### config.mk
export PLATFORM = sky130hd
export DESIGN_NAME = seven_seg_io
export DESIGN_NICKNAME = d
export VERILOG_FILES = /design/src/rtl/seven_seg_io.sv
export SDC_FILE = /design/constraint.sdc
export NUM_CORES = 1
export LEC_CHECK = 0
export ABC_AREA = 1
export CORE_MARGIN = 3
export CORE_UTILIZATION = 30
export DETAILED_ROUTE_END_ITERATION = 8
export PLACE_DENSITY = 0.66
export SLEW_MARGIN = 20
export SYNTH_ARGS = -nofsm -noshare
export SYNTH_HDL_FRONTEND = slang
export SYNTH_SLANG_ARGS = --single-unit
### constraint.sdc
create_clock -name clk -period 1.5 [get_ports clk]
set_input_delay 0.15 -clock clk [delete_from_list [all_inputs] [get_ports clk]]
set_output_delay 0.15 -clock clk [all_outputs]
set_load 0.005 [all_outputs]
### src/rtl/seven_seg_io.sv
// Memory-mapped display and switch I/O for the pipelined CPU on the DE0-CV board.
// Holds the HEX register (six seven-segment digits) and the LEDR register, both
// written by CPU stores, and returns KEY/SW values for CPU loads.

// Nibble to active-low seven-segment pattern (bit0=a .. bit6=g), with blanking input.
module seven_seg_decoder (
    input  logic [3:0] nibble,
    input  logic       off,
    output logic [6:0] seg
);

    // Translate the nibble to its segment pattern, or blank the digit when off is set
    always_comb begin
        seg = 7'h7F;
        if (off) begin
            seg = 7'h7F;
        end else begin
            case (nibble)
                4'h0:    seg = 7'h40;
                4'h1:    seg = 7'h79;
                4'h2:    seg = 7'h24;
                4'h3:    seg = 7'h30;
                4'h4:    seg = 7'h19;
                4'h5:    seg = 7'h12;
                4'h6:    seg = 7'h02;
                4'h7:    seg = 7'h78;
                4'h8:    seg = 7'h00;
                4'h9:    seg = 7'h10;
                4'hA:    seg = 7'h08;
                4'hB:    seg = 7'h03;
                4'hC:    seg = 7'h46;
                4'hD:    seg = 7'h21;
                4'hE:    seg = 7'h06;
                4'hF:    seg = 7'h0E;
                default: seg = 7'h7F;
            endcase
        end
    end

endmodule

module seven_seg_io #(
    parameter int               DBITS    = 32,
    parameter logic [DBITS-1:0] ADDRHEX  = 32'hFFFFF000,
    parameter logic [DBITS-1:0] ADDRLEDR = 32'hFFFFF020,
    parameter logic [DBITS-1:0] ADDRKEY  = 32'hFFFFF080,
    parameter logic [DBITS-1:0] ADDRSW   = 32'hFFFFF090,
    parameter logic [23:0]      HEXRESET = 24'hFEDEAD
) (
    input  logic             clk,
    input  logic             reset,
    input  logic             wr_en,
    input  logic [DBITS-1:0] addr,
    input  logic [DBITS-1:0] wdata,
    output logic [DBITS-1:0] rdata,
    output logic             io_hit,
    input  logic [3:0]       key,
    input  logic [9:0]       sw,
    output logic [6:0]       hex0,
    output logic [6:0]       hex1,
    output logic [6:0]       hex2,
    output logic [6:0]       hex3,
    output logic [6:0]       hex4,
    output logic [6:0]       hex5,
    output logic [9:0]       ledr
);

    logic [23:0] hex_r;
    logic [9:0]  ledr_r;
    logic        wr_hex_s;
    logic        wr_ledr_s;
    logic [6:0]  seg_s [6];
    logic        unused_wdata_s;

    // Only the low 24 data bits reach the HEX register; the upper byte is dropped
    assign unused_wdata_s = ^wdata[DBITS-1:24];

    // Full-width address compare: aliases of the register addresses are not decoded
    assign wr_hex_s  = wr_en && (addr == ADDRHEX);
    assign wr_ledr_s = wr_en && (addr == ADDRLEDR);

    // HEX register: reset to the power-on banner, loaded by stores to ADDRHEX
    always_ff @(posedge clk or posedge reset) begin
        if (reset) begin
            hex_r <= HEXRESET;
        end else if (wr_hex_s) begin
            hex_r <= wdata[23:0];
        end else begin
            hex_r <= hex_r;
        end
    end

    // LEDR register: cleared on reset, loaded by stores to ADDRLEDR
    always_ff @(posedge clk or posedge reset) begin
        if (reset) begin
            ledr_r <= 10'h000;
        end else if (wr_ledr_s) begin
            ledr_r <= wdata[9:0];
        end else begin
            ledr_r <= ledr_r;
        end
    end

    // One decoder per digit; digit N shows HEX bits [4N+3:4N], never blanked here
    for (genvar gi = 0; gi < 6; gi++) begin : g_digit
        seven_seg_decoder u_dec (
            .nibble (hex_r[4*gi +: 4]),
            .off    (1'b0),
            .seg    (seg_s[gi])
        );
    end

    assign hex0 = seg_s[0];
    assign hex1 = seg_s[1];
    assign hex2 = seg_s[2];
    assign hex3 = seg_s[3];
    assign hex4 = seg_s[4];
    assign hex5 = seg_s[5];
    assign ledr = ledr_r;

    // Load path: keys are inverted so a pressed key reads as 1; io_hit steers the CPU mux
    always_comb begin
        rdata  = {DBITS{1'b0}};
        io_hit = 1'b0;
        if (addr == ADDRKEY) begin
            rdata  = {{(DBITS-4){1'b0}}, ~key};
            io_hit = 1'b1;
        end else if (addr == ADDRSW) begin
            rdata  = {{(DBITS-10){1'b0}}, sw};
            io_hit = 1'b1;
        end else begin
            rdata  = {DBITS{1'b0}};
            io_hit = 1'b0;
        end
    end

endmodule

==> flow_results.org <==
** STA
- Post-route clock period utilization :: 1.18
- Once routing completed, OpenROAD measured the worst setup slack at -0.268 ns.
- The hold violation total from the final report is 0.
- Setup violations remaining at the end of the flow were counted as 42.
- RSZ-0062 raised after global routing :: yes
- Adding up every negative setup slack in the final design gives -6.62 ns.
- Max Transition Viols Final :: 0
- Min Hold Slack :: 0.226 ns
- Counting I/O delays and the setup requirement, the final critical path takes 1.77 ns.
- For the final database, setup skew stands at 0 ns.
- Timing would allow up to about 570 MHz.

** Synth
- Multiplexer share of the synthesized area :: 0
- Async set or reset register ratio after synthesis :: 1.00
- After synthesis the cells add up to 0.00330 mm².
- Number of enable flip-flop cells after synthesis :: 0
- Among all flip-flop cells after synthesis, the most frequent one is sky130_fd_sc_hd__dfstp_2.
- Synthesis-stage register bit count :: 34
- Post-synthesis xor/xnor area fraction :: 0
- Fraction of synthesized cell area taken by the top area cell type :: 0.156
- Dominant combinational cell family by area after synthesis :: simple AND/OR/NAND/NOR gates
- Count of mapped cells out of synthesis :: 481
- Post-Synth Simple-Gate Area :: 0.331
- For this run, the register share of the synthesized area comes to 0.265.
- For this run, the number of Yosys warnings is 0.
- Number of distinct library cells after synthesis :: 27
- Mean instance size in the synthesized netlist :: 6.86 µm²
- In the post-synthesis netlist, the biggest area contributors are sky130_fd_sc_hd__nand2_1 16%, sky130_fd_sc_hd__dfstp_2 14%, sky130_fd_sc_hd__ha_1 14%, sky130_fd_sc_hd__dfrtp_1 12%, sky130_fd_sc_hd__a21oi_1 5.8%.
- Compound-Gate Fraction of Synth Area :: 0.122
- Of the total synthesized cell area, the portion taken by full adders, half adders and majority gates is 0.137.
- Biggest area consumer among synthesized cells :: sky130_fd_sc_hd__nand2_1

** Critical path
- The startpoint identified for the worst register-to-register timing path is hex_r[5].
- The worst setup path is captured at an output pin.
- The critical path in this run is classified as flip-flop to output pin.
- Delay of the slowest cell on the worst path :: 0.57 ns
- STA classifies the critical path startpoint as a flip-flop.
- Largest fanout of any net on the critical path :: 4
- Cells traversed along the worst timing path :: inv_4 > buf_6 > ha_4 > o211ai_1 > nand3_1 > buf_2
- STA puts the critical path data required time at 1.35 ns.
- Arrival time at the worst endpoint :: 1.62 ns
- The largest individual stage delay along the critical path comes from the cell sky130_fd_sc_hd__dfstp_2.
- The worst register-to-register path has a depth of 4.
- Slack of the worst reg-to-reg path :: 0.55 ns
- In this run the critical register-to-register path is captured at hex_r[5].
- Kind of cell adding the most delay to the critical path :: flip-flops
- The critical path contains buffers and inverters numbering 3 combined.

** Detailed routing
- Via-to-Cell Ratio :: ~4.8
- Total via count after detailed routing :: 4074
- The first routing iteration left 186 violations.
- Antenna viol nets, final :: 0
- After detailed routing, the average wire length per cell comes to 14.1 µm.
- For this run, design rule violations remaining after detail routing come to 0.
- Final WL :: 12100 µm
- The first detailed-routing pass ran for 4 iterations.

** Floorplan
- In this run the count of I/O pins placed on the die edge is 166.
- Die Width :: 111 µm
- Std-Cell Core Area :: 0.0105 mm²
- Area of the die :: 0.0123 mm²
- The floorplan has 37 rows.
- Initial core utilization :: 0.314
- From bottom edge to top edge, the die measures 111 µm.

** Layout
- In the final layout, the share of cells above drive strength 1 is 0.485.
- Once layout is complete, the cells apart from fillers number 856.
- Count of filler cells inserted in the layout :: roughly 900
- 0 antenna diodes ended up in the layout.
- Storage cell area :: 876 µm²
- The multi-input combinational cells in the finished layout cover a total of 0.00291 mm².
- Number of nets in the layout :: 836
- P&R area growth vs syn :: 93.5%

** Placement
- Count of input and output buffers :: 135
- Counting tap cells, the placed design contains a total of 808 instances.
- Routability congestion estimate from global placement :: 0.854
- Final HPWL from detailed placement :: 8040 µm

** Run
- Max cap viols :: 0

** Power and ir drop
- The worst-case IR drop observed on VDD is ~0.00025 V.
- The analysis attributes to cell leakage a power of 3.07 nW.
- Power spread over the standard cell area amounts to around 290 mW/mm².

** Clocking
- The later pin in the worst-skew pair is clocked with a latency of ~0.28 ns.
- Counting along the longest clock path gives a buffer depth of 2.
- Number of buffers created by CTS :: 5
- TritonCTS built the clock tree.
- Maximum level of the CTS H-tree :: 2
- Clock-pin slew was measured on the worst setup and hold paths at 0.07 ns.
- In this run the clock root is driven by a sky130_fd_sc_hd__clkbuf_8.
- Clock tree synthesis found a total of 34 sinks.

** Global route
- Wire length of the first global-routing pass :: 18800 µm
- Largest net degree at the start of global routing :: 35
- GRT Overall Usage :: 0.180
- Overflow left after global routing :: 0
- The number of global-route vias before repair came to 4147.
- The number of antenna violations at the first check in global routing is 0.

** Min path
- Worst hold-check path type :: input pin to async pin

** Outcome
- Violated checks :: setup timing
- Outcome :: finished with violations
-- cells by family (layout without fill, tap and decap cells) --
group / Yosys count / after routing
AO/OA/AOI/OAI: 74 / 74
adder cells (fa/ha/maj): 36 / 36
buffers and inverters: 92 / 309
flip-flops: 34 / 34
other: 1 / 22
AND/OR/NAND/NOR: 244 / 245
-- cell usage in the layout (no fill, tap or decap), types with 4 or more instances in the layout --
cell type                         netlist  routed
sky130_fd_sc_hd__inv_2                  0      11
sky130_fd_sc_hd__nand2_1              137     107
sky130_fd_sc_hd__nor2_2                 3      12
sky130_fd_sc_hd__buf_2                  4      53
sky130_fd_sc_hd__conb_1                 1      22
sky130_fd_sc_hd__dlygate4sd2_1          0      31
sky130_fd_sc_hd__clkbuf_8               0       5
sky130_fd_sc_hd__nor2_4                 4      12
sky130_fd_sc_hd__buf_6                  3      35
sky130_fd_sc_hd__dfstp_2               18      18
sky130_fd_sc_hd__nand3_2                1       6
sky130_fd_sc_hd__a21oi_1               38      12
sky130_fd_sc_hd__a21oi_2                0      21
sky130_fd_sc_hd__o21ai_2                0       6
sky130_fd_sc_hd__o21ai_1                0      16
sky130_fd_sc_hd__inv_1                 50      28
sky130_fd_sc_hd__buf_12                 0       6
sky130_fd_sc_hd__ha_4                   0      31
sky130_fd_sc_hd__nor2_1                40      24
sky130_fd_sc_hd__dfrtp_1               16      14
sky130_fd_sc_hd__nand3_4                2       4
sky130_fd_sc_hd__nand2_2                0      15
sky130_fd_sc_hd__nand4_1               28      28
sky130_fd_sc_hd__a21oi_4                0       5
sky130_fd_sc_hd__clkdlybuf4s50_1        0      50
sky130_fd_sc_hd__buf_4                 24      72
sky130_fd_sc_hd__nand2_4                0      14
sky130_fd_sc_hd__inv_4                  0      12
sky130_fd_sc_hd__nand3_1               28      21
-- through the flow --
stage | power [W] | worst slack, ns | cell area, µm² | utilization
after detailed placement | 0.00123 | -0.590 | 5240 | 0.498
after floorplan | 0.00104 | 0.115 | 3380 | -
after CTS | 0.00188 | -0.250 | 5890 | 0.561
after global placement | 0.00123 | -0.546 | 5240 | 0.498
final | 0.00185 | -0.268 | 6380 | 0.608
after global routing | 0.00195 | -0.317 | 6380 | 0.608
-- worst max path at each step --
stage	cells past startpoint	end	startpoint
after global placement	8	rdata[9]	addr[12]
after CTS	7	hex5[0]	hex_r[20]
after floorplan	5	hex3[3]	hex_r[12]
final	6	hex5[0]	hex_r[20]
after detailed placement	8	rdata[5]	addr[12]
after global routing	7	hex3[0]	hex_r[12]
-- report_power, final --
group	switching [W]	internal, W
logic	0.000120	0.000171
registers	0.0000000000104	0.000919
clock network	0.000312	0.000330
-- routing by layer --
layer	global-route usage	routed length (µm)
met2	0.361	6700
met5	0	0
met1	0.187	4410
met4	0.0394	193
met3	0.0393	749
-- sequential cells by signal (all words and copies together) (netlist names) --
signal,cells
hex_r,24
ledr,10
-- worst reg2reg max path: stages, from the launching register on --
cell                      delay (ns)
sky130_fd_sc_hd__dfstp_2        0.56
sky130_fd_sc_hd__buf_6          0.13
sky130_fd_sc_hd__buf_4          0.10
sky130_fd_sc_hd__nand2_1        0.04
sky130_fd_sc_hd__nand2_1        0.06
-- cell type report --
cell class,instances,share of cell area
timing repair buffer,250,0.334
clock buffer,8,0.0125
sequential,34,0.137
inverter,51,0.0347
tap,136,0.0267
multi-input combinational,377,0.455
-- what timing repair did --
action / in CTS / in global routing
hold buffers: 0 / 0
endpoints found under the setup margin: 87 / 79
gates cloned: 1 / 0
gates resized for setup: 425 / 97
setup buffers: 28 / 17
pin swaps: 93 / 53
-- Yosys cell counts, types with 4 or more instances --
library cell               instances
sky130_fd_sc_hd__o31ai_1           5
sky130_fd_sc_hd__inv_1            50
sky130_fd_sc_hd__clkbuf_1          9
sky130_fd_sc_hd__nand3_1          28
sky130_fd_sc_hd__nor2_4            4
sky130_fd_sc_hd__o21ai_0          25
sky130_fd_sc_hd__buf_2             4
sky130_fd_sc_hd__nor2_1           40
sky130_fd_sc_hd__a21oi_1          38
sky130_fd_sc_hd__dfrtp_1          16
sky130_fd_sc_hd__nand4_1          28
sky130_fd_sc_hd__dfstp_2          18
sky130_fd_sc_hd__ha_1             36
sky130_fd_sc_hd__buf_4            24
sky130_fd_sc_hd__nand2_1         137
Power figures use the tool's default switching activity.
